### src/rtl/snax_cgra_csr_pkg.sv
// Shared types and address/bit constants for the CGRA-side CSR manager.
package snax_cgra_csr_pkg;

   typedef enum logic {
      IDLE = 1'b0,
      BUSY = 1'b1
   } state_e;

   // Control CSRs sit directly above the configuration bank.
   localparam int unsigned CSR_START_OFS  = 0;
   localparam int unsigned CSR_STATUS_OFS = 1;
   localparam int unsigned CSR_CYCLES_OFS = 2;

   localparam int unsigned STATUS_BUSY_BIT = 0;
   localparam int unsigned STATUS_DONE_BIT = 1;

endpackage

### src/rtl/snax_cgra_csr_manager_if.sv
// Simplified CSR request/response channel between the SNAX bridge and the CGRA CSR manager.
interface snax_cgra_csr_manager_if #(
   parameter int unsigned AddrWidth = 32,
   parameter int unsigned DataWidth = 64
);
   logic [DataWidth-1:0] req_data;
   logic [AddrWidth-1:0] req_addr;
   logic                 req_write;
   logic                 req_valid;
   logic                 req_ready;
   logic                 rsp_valid;
   logic                 rsp_ready;
   logic [DataWidth-1:0] rsp_data;

   modport master (
      output req_data, req_addr, req_write, req_valid, rsp_ready,
      input  req_ready, rsp_valid, rsp_data
   );

   modport slave (
      input  req_data, req_addr, req_write, req_valid, rsp_ready,
      output req_ready, rsp_valid, rsp_data
   );
endinterface

### src/rtl/snax_cgra_csr_rsp_reg.sv
// Single-entry response slot: captures one response and holds it until the consumer takes it.
module snax_cgra_csr_rsp_reg #(
   parameter int unsigned DataWidth = 64
) (
   input  logic                 clk_i,
   input  logic                 rst_ni,
   input  logic                 push_i,
   input  logic [DataWidth-1:0] push_data_i,
   output logic                 ready_o,
   output logic                 valid_o,
   input  logic                 rsp_ready_i,
   output logic [DataWidth-1:0] data_o
);
   logic                 valid_q;
   logic [DataWidth-1:0] data_q;

   // Ready only when empty, so a slot freed this cycle accepts again next cycle.
   assign ready_o = !valid_q;
   assign valid_o = valid_q;
   assign data_o  = data_q;

   always_ff @(posedge clk_i or negedge rst_ni) begin
      if (!rst_ni) begin
         valid_q <= 1'b0;
         data_q  <= '0;
      end else if (push_i) begin
         valid_q <= 1'b1;
         data_q  <= push_data_i;
      end else if (valid_q && rsp_ready_i) begin
         valid_q <= 1'b0;
      end
   end
endmodule

### src/rtl/snax_cgra_csr_manager.sv
// CGRA CSR manager: config bank, launch/status/cycle CSRs and the start/busy handshake.
//   state | meaning
//   IDLE  | CGRA idle; CFG writable, START write with bit0=1 launches
//   BUSY  | CGRA running; CFG/START writes dropped, cycle counter running
module snax_cgra_csr_manager
   import snax_cgra_csr_pkg::*;
#(
   parameter int unsigned NumCfgCsr = 8,
   parameter int unsigned AddrWidth = 32,
   parameter int unsigned DataWidth = 64
) (
   input  logic                           clk_i,
   input  logic                           rst_ni,
   snax_cgra_csr_manager_if.slave         csr,
   output logic [NumCfgCsr*DataWidth-1:0] cfg_o,
   output logic                           cgra_start_o,
   input  logic                           cgra_done_i,
   output logic                           cgra_busy_o
);
   localparam logic [AddrWidth-1:0] AddrStart  = AddrWidth'(NumCfgCsr + CSR_START_OFS);
   localparam logic [AddrWidth-1:0] AddrStatus = AddrWidth'(NumCfgCsr + CSR_STATUS_OFS);
   localparam logic [AddrWidth-1:0] AddrCycles = AddrWidth'(NumCfgCsr + CSR_CYCLES_OFS);

   state_e               state_q, state_d;
   logic [DataWidth-1:0] cfg_q [NumCfgCsr];
   logic [DataWidth-1:0] cycles_q;
   logic                 done_sticky_q;
   logic                 start_q;
   logic                 accept;
   logic                 wr_acc;
   logic                 launch;
   logic [DataWidth-1:0] rd_data;

   assign accept = csr.req_valid && csr.req_ready;
   assign wr_acc = accept && csr.req_write;
   assign launch = wr_acc && (csr.req_addr == AddrStart) && csr.req_data[0] && (state_q == IDLE);

   assign cgra_start_o = start_q;
   assign cgra_busy_o  = (state_q == BUSY);

   for (genvar g = 0; g < NumCfgCsr; g++) begin : g_cfg_out
      assign cfg_o[g*DataWidth +: DataWidth] = cfg_q[g];
   end

   // Read data reflects register state before this cycle's updates.
   always_comb begin
      rd_data = '0;
      for (int k = 0; k < NumCfgCsr; k++) begin
         if (csr.req_addr == AddrWidth'(k)) rd_data = cfg_q[k];
      end
      if (csr.req_addr == AddrStatus) begin
         rd_data[STATUS_BUSY_BIT] = (state_q == BUSY);
         rd_data[STATUS_DONE_BIT] = done_sticky_q;
      end
      if (csr.req_addr == AddrCycles) rd_data = cycles_q;
      if (csr.req_write) rd_data = '0;
   end

   always_comb begin
      state_d = state_q;
      unique case (state_q)
         IDLE: if (launch) state_d = BUSY;
         BUSY: if (cgra_done_i) state_d = IDLE;
         default: state_d = IDLE;
      endcase
   end

   always_ff @(posedge clk_i or negedge rst_ni) begin
      if (!rst_ni) begin
         state_q       <= IDLE;
         start_q       <= 1'b0;
         done_sticky_q <= 1'b0;
         cycles_q      <= '0;
      end else begin
         state_q <= state_d;
         start_q <= launch;
         if (launch) begin
            done_sticky_q <= 1'b0;
            cycles_q      <= '0;
         end else if (state_q == BUSY) begin
            if (cgra_done_i) done_sticky_q <= 1'b1;
            if (cycles_q != '1) cycles_q <= cycles_q + 1'b1;
         end
      end
   end

   always_ff @(posedge clk_i or negedge rst_ni) begin
      if (!rst_ni) begin
         for (int k = 0; k < NumCfgCsr; k++) cfg_q[k] <= '0;
      end else begin
         for (int k = 0; k < NumCfgCsr; k++) begin
            if (wr_acc && (state_q == IDLE) && (csr.req_addr == AddrWidth'(k)))
               cfg_q[k] <= csr.req_data;
         end
      end
   end

   snax_cgra_csr_rsp_reg #(
      .DataWidth (DataWidth)
   ) i_rsp_reg (
      .clk_i       (clk_i),
      .rst_ni      (rst_ni),
      .push_i      (accept),
      .push_data_i (rd_data),
      .ready_o     (csr.req_ready),
      .valid_o     (csr.rsp_valid),
      .rsp_ready_i (csr.rsp_ready),
      .data_o      (csr.rsp_data)
   );
endmodule

### src/flat_wrapper.sv
// flat-port wrapper written by rule: the top's interface ports become plain ports
module snax_cgra_csr_manager_flat import snax_cgra_csr_pkg::*;
#(
   parameter int unsigned NumCfgCsr = 8,
   parameter int unsigned AddrWidth = 32,
   parameter int unsigned DataWidth = 64
)
  (clk_i, rst_ni, cfg_o, cgra_start_o, cgra_done_i, cgra_busy_o, csr_req_data, csr_req_addr, csr_req_write, csr_req_valid, csr_rsp_ready, csr_req_ready, csr_rsp_valid, csr_rsp_data);
  snax_cgra_csr_manager_if #(.AddrWidth(AddrWidth), .DataWidth(DataWidth)) csr_i ();
  input  logic clk_i;
  input  logic rst_ni;
  output logic [NumCfgCsr*DataWidth-1:0] cfg_o;
  output logic cgra_start_o;
  input  logic cgra_done_i;
  output logic cgra_busy_o;
  input wire logic [$bits(csr_i.req_data)-1:0] csr_req_data;
  input wire logic [$bits(csr_i.req_addr)-1:0] csr_req_addr;
  input wire logic [$bits(csr_i.req_write)-1:0] csr_req_write;
  input wire logic [$bits(csr_i.req_valid)-1:0] csr_req_valid;
  input wire logic [$bits(csr_i.rsp_ready)-1:0] csr_rsp_ready;
  output wire logic [$bits(csr_i.req_ready)-1:0] csr_req_ready;
  output wire logic [$bits(csr_i.rsp_valid)-1:0] csr_rsp_valid;
  output wire logic [$bits(csr_i.rsp_data)-1:0] csr_rsp_data;
  assign csr_i.req_data = csr_req_data;
  assign csr_i.req_addr = csr_req_addr;
  assign csr_i.req_write = csr_req_write;
  assign csr_i.req_valid = csr_req_valid;
  assign csr_i.rsp_ready = csr_rsp_ready;
  assign csr_req_ready = csr_i.req_ready;
  assign csr_rsp_valid = csr_i.rsp_valid;
  assign csr_rsp_data = csr_i.rsp_data;
  snax_cgra_csr_manager #(.NumCfgCsr(NumCfgCsr), .AddrWidth(AddrWidth), .DataWidth(DataWidth)) u_core (.clk_i(clk_i), .rst_ni(rst_ni), .csr(csr_i), .cfg_o(cfg_o), .cgra_start_o(cgra_start_o), .cgra_done_i(cgra_done_i), .cgra_busy_o(cgra_busy_o));
endmodule
### config.mk
export PLATFORM = sky130hd
export DESIGN_NAME = snax_cgra_csr_manager_flat
export DESIGN_NICKNAME = d
export VERILOG_FILES = /design/src/rtl/snax_cgra_csr_pkg.sv /design/src/rtl/snax_cgra_csr_manager_if.sv /design/src/rtl/snax_cgra_csr_rsp_reg.sv /design/src/rtl/snax_cgra_csr_manager.sv /design/src/flat_wrapper.sv
export SDC_FILE = /design/constraint.sdc
export NUM_CORES = 1
export LEC_CHECK = 0
export BUFFER_PORTS_ARGS = -buffer_cell sky130_fd_sc_hd__buf_2
export CORE_AREA = 2 2 265 267
export CTS_BUF_LIST = sky130_fd_sc_hd__clkbuf_4 sky130_fd_sc_hd__clkbuf_8
export DETAILED_ROUTE_END_ITERATION = 10
export DIE_AREA = 0 0 267 269
export GPL_ROUTABILITY_DRIVEN = 1
export HOLD_SLACK_MARGIN = 0.06
export PLACE_DENSITY = 0.77
export SLEW_MARGIN = 5
export SYNTH_ARGS = -nofsm -noshare
export SYNTH_HDL_FRONTEND = slang
export SYNTH_HIERARCHICAL = 1
export SYNTH_SLANG_ARGS = --single-unit
### constraint.sdc
create_clock -name clk_i -period 3.6 [get_ports clk_i]
set_input_delay 0.36 -clock clk_i [delete_from_list [all_inputs] [get_ports clk_i]]
set_output_delay 0.36 -clock clk_i [all_outputs]
set_load 0.01 [all_outputs]
-- Word level (Yosys, flattened, before mapping)
Cells that the tools add are included.
- $add $sub $neg: 1
- eq/ne operators: 11
- multiplexer cells: 22
- bitwise gates (word level): 1
- reductions and logical operators: 23
- operators with widths (cell ; number):
    $mux 64 ; 13
    $eq 32x3->1 const B ; 4
    $eq 32x4->1 const B ; 3
    $add 64x1->64 const B ; 1
    $eq 32x2->1 const B ; 2
    $ne 64x64->1 const B ; 1
    $eq 32x1->1 const B ; 1
    $logic_not 32->1 ; 1
    $logic_and 1x1->1 ; 15
    $reduce_bool 2->1 ; 4
    $mux 1 ; 7
    $reduce_and 2->1 ; 2
    $mux 2 ; 1
    $pmux 1 s2 ; 1
    $logic_not 1->1 ; 1
    $not 1->1 ; 1
- register bits: 644
- input bits: 102
- output and inout bits: 580
- word-level logic and storage cells: 72

-- Longest topological paths before layout
- depth in word-level cells: 12
- gate-level depth with buffers: 10
- depth with buffers taken out: 7

-- Hierarchy
The synthesis kept the hierarchy.
- modules (own cells, without submodules) (module ; times used ; cells each ; area an instance (um^2) ; seq. area each (um^2)):
    snax_cgra_csr_manager ; 1 ; 2269 ; 27699.1 ; 14488.9
    snax_cgra_csr_rsp_reg ; 1 ; 138 ; 2615.0 ; 1626.6

-- Worst setup path before layout
No wires, ideal clock.
- kind: input -> register
- start point: in csr_req_addr[26]
- end point: reg u_core.cfg_q (netlist bit u_core/cfg_o[387])
- setup time: 0.125 ns
- arrival time: 2.615 ns
- data required time: 3.475 ns
- slack: 0.860 ns
- stages on the path: 7
- buffers on the path: 2
- cells stage by stage: nor4_1 > nand4_1 > or3_1 > clkbuf_1 > nor3_2 > buf_2 > mux2_2
- cells in the longest elaborated chain, start to end: 2
- RTL lines (item ; line ; text):
    start: declaration ; flat_wrapper.sv:17 ; input wire logic [$bits(csr_i.req_addr)-1:0] csr_req_addr;
    $eq 32x3->1 ; snax_cgra_csr_manager.sv:92 ; if (wr_acc && (state_q == IDLE) && (csr.req_addr == AddrWidth'(k)))
    $logic_and 1x1->1 ; snax_cgra_csr_manager.sv:92 ;
    end signal: indexed assignment ; snax_cgra_csr_manager.sv:93 ; cfg_q[k] <= csr.req_data;
    end: declaration ; snax_cgra_csr_manager.sv:25 ; logic [DataWidth-1:0] cfg_q [NumCfgCsr];
No other way between the ends.
A chain may end at the register's enable or synchronous reset.

-- Worst setup path in the final report
- start point: reg u_core.cycles_q[54]
- end point: reg u_core.cycles_q[9]
- cells in the longest elaborated chain, start to end: 3
- RTL lines (item ; line ; text):
    start: declaration ; snax_cgra_csr_manager.sv:26 ; logic [DataWidth-1:0] cycles_q;
    start signal: assignment ; snax_cgra_csr_manager.sv:82 ; if (cycles_q != '1) cycles_q <= cycles_q + 1'b1;
    $ne 64x64->1 ; snax_cgra_csr_manager.sv:82 ;
    $reduce_bool 2->1 (no source line) ; n/a ;
    $reduce_and 2->1 (no source line) ; n/a ;
No other way between the ends.

==> impl_results.md <==
- RSZ-0062 raised after global routing: false
- Main synth FF type: dfrtp_1
- Mapped cell area: 30,310 um^2
- Static leakage: 20.23 nW
- Reg2reg end: u_core/cycles_q[9]
- Top cell type's share of synthesized area: 0.5316
- Number of I/O pins: 682
- Yosys reg bits: 644
- Post-synth EDFFs: 0
- Top cells by area, synth: dfrtp_1, mux2_2, mux2_4
- Min-Delay Startpoint: csr_req_write
- Share of cells above drive strength 1: 0.4906
- Die width: 267 um
- Post-layout util: 0.5538
- Final layout net count: 3,270
- H-Tree Depth: 3
- CP startpoint kind: flip-flop
- Logic pwr share: 0.043
- Slew @ Worst Pin: 0.9597 ns
- Vias in the first global route: 25.63k
- IO Port Bufs: 681
- Worst r2r path cells: 6
- R2R Setup Slk: 0.54 ns
- Final setup viols: 0
- Drt pass-1 iters: 8
- List of most frequent post-synthesis cells: dfrtp_1, mux2_2, nor2_1
- WP data required: 4.23 ns
- Synth area leader: dfrtp_1
- CP Class: flip-flop to flip-flop
- Critical Path End Type: flip-flop
- Syn Nets: 2,510
- CTS Hold Bufs: 67
- Final Max Tran Viols: 0
- Total Routing Usage GR: 0.3078
- Fin Clk Skew: 0.06907 ns
- Fin cells: 4,193
- Max Cap Violations: 0
- Maximum VDD drop: 0.2984 mV
- Fin Setup TNS: 0 ns
- Post-synthesis sequential area ratio: 0.5316
- Gpl congestion: 0.8798
- Sw Share: 0.2386
- Cts repair resizes: 0
- # rows: 97
- PwrDens: 394.1 nW/um^2
- R2R Path Start: u_core/cycles_q[54]
- End of the worst hold path: u_core/i_rsp_reg/data_o[11]
- Clk network pwr share: 0.477
- Fin crit share: 0.8497
- F_max: 326.9 MHz
- Synth unique cells: 60
- Initial DRC count: 2,440
- Power, Total: 15.13 mW
- Initial antenna violation count: 2
- Ys async rst share: 1.000
- WL/cell: 27.20 um
- DR vias/cell: 6.078
- Worst Hold Class: input port to flip-flop
- Clock transition at the registers of the reported paths: 0.06 ns
- Root buffer cell: clkbuf_8
- Number of remaining DRC errors: 0
- Mean Syn Cell Area: 12.59 um^2
- Worst Hold Depth: 3
- NetSw: 3.609 mW
- Critical Path AT: 3.69 ns
- Clk sinks: 644
- Postcts setup bufs: 0
- Worst-Skew Late Latency: 0.73 ns
- Status: completed
- Die footprint: 71,820 um^2
- Largest net degree at the start of global routing: 100
- Fin. Hold Viols: 0
- Max-slew headroom: 0.3602
- Crit path time final: 3.059 ns
- CP max FO: 8
- Placed insts: 3,931
- Reg power frac: 0.480
- Synthesis-to-finish area growth: 26.61%
- Post-detailed-routing wire length: 114.0 mm
- Int Pwr: 11.52 mW
- DP HPWL: 76.48 mm
- Core ar.: 69,300 um^2
- CTS max path bufs: 3
- Post-Syn Instances: 2,407
- Count leader, synth: dfrtp_1
- Via count: 25.49k
- Syn. warnings: 6
- Remaining antenna violation count after routing: 0
- GRT met2 Usage: 0.4945
- Gr busiest metal: met2
- CTS buffer count: 107
- CTS tree: done
- First-pass GRT wire length: 165.1 mm
- Starting Density: 0.4374
- Die extent in y: 269 um
- Met1 Usage GRT: 0.3918
- Met3 Use GR: 0.07452
- Grt total ovfl: 0
## metrics by stage
| stage | cell area [um^2] | hold WS (ns) | setup slack, ns |
|---|---|---|---|
| after global routing | 38380 | 0.2298 | 0.3239 |
| final | 38380 | 0.2471 | 0.5412 |
| after CTS | 38380 | 0.1860 | 0.5127 |
| after floorplan | 30310 | 0.06441 | 0.8600 |
| after detailed placement | 35300 | 0.4910 | 0.3667 |
| after global placement | 35300 | 0.4860 | 0.4065 |
## state kept, by name, summed over array words and instances, names as in the netlist
signal / count
u_core/cfg_o: 512
u_core/cgra_busy_o: 1
u_core/cgra_start_o: 1
u_core/cycles_q: 64
u_core/done_sticky_q: 1
u_core/i_rsp_reg/data_o: 64
u_core/i_rsp_reg/valid_o: 1
## critical path: stages (launching register included)
cell and delay [ns]:
dfrtp_1 0.46, nand4_1 0.24, or4_1 0.60, or3_1 0.54, o31ai_1 0.78, o21ai_0 0.20, a21oi_1 0.17
## kinds of logic (layout without fill, tap and decap cells)
group           Yosys count  in the layout  share of synthesized area
mux                     670            670                     0.2594
flops                   644            644                     0.5316
simple gates            481            481                    0.08016
compound gates          411            411                    0.09848
buf+inv                 187           1031                    0.02621
xor+xnor                 13             13                   0.003756
fa+ha+maj                 1              1                  0.0004127
other cells               0              2                          0
## final cells by class
class | count | area, um^2
well taps | 940 | 1176
diodes | 2 | 5.005
inverters | 9 | 33.78
clock buffers | 168 | 2131
fillers | 5772 | 30920
multi-input cells | 1576 | 13530
clock inverters | 25 | 279.0
repair buffers | 829 | 5112
flip-flops and latches | 644 | 16120
## cells in the final DEF, fill, tap and decap left out, types with 12 or more instances in the layout
cell type and n:
dlygate4sd3_1 67, mux2i_1 64, buf_4 50, clkbuf_8 139
buf_2 677, buf_12 32, o31ai_1 21, nand2_1 77
o21ai_0 51, or4_1 18, a21oi_1 57, clkbuf_4 29
nand4_1 27, or3_1 69, o22ai_1 44, nor2_1 166
a222oi_1 45, a221oi_1 51, nand3_1 30, dfrtp_1 644
a21o_1 46, nor3_1 16, clkinv_2 13, mux4_2 19
a22o_1 12, a211oi_1 48, mux2_4 49, mux2_2 533
## how the worst max path moves through the flow
stage,startpoint,to,cells past startpoint
floorplan,csr_req_addr[26],u_core/cfg_o[387],7
global placement,csr_req_addr[26],u_core/i_rsp_reg/data_o[0],10
detailed placement,csr_req_addr[26],u_core/i_rsp_reg/data_o[0],10
CTS,u_core/cycles_q[28],u_core/cycles_q[9],6
global route,u_core/cycles_q[28],u_core/cycles_q[9],6
finish,u_core/cycles_q[54],u_core/cycles_q[9],6
## layer usage
metal / routed length, um / share of wire
met5: 0 / 0
met4: 5285 / 0.046
met3: 10630 / 0.093
met2: 54080 / 0.47
met1: 44040 / 0.39
## power groups by stage
stage | sequential [mW] | clock [mW] | combinational, mW
6_report | 7.26 | 7.21 | 0.654
3_5_place_dp | 7.39 | 0 | 0.593
4_1_cts | 7.26 | 7.33 | 0.650
5_1_grt | 7.26 | 7.63 | 0.701
3_3_place_gp | 7.39 | 0 | 0.590
2_1_floorplan | 7.39 | 0 | 0.188
Power figures use the tool's default switching activity.
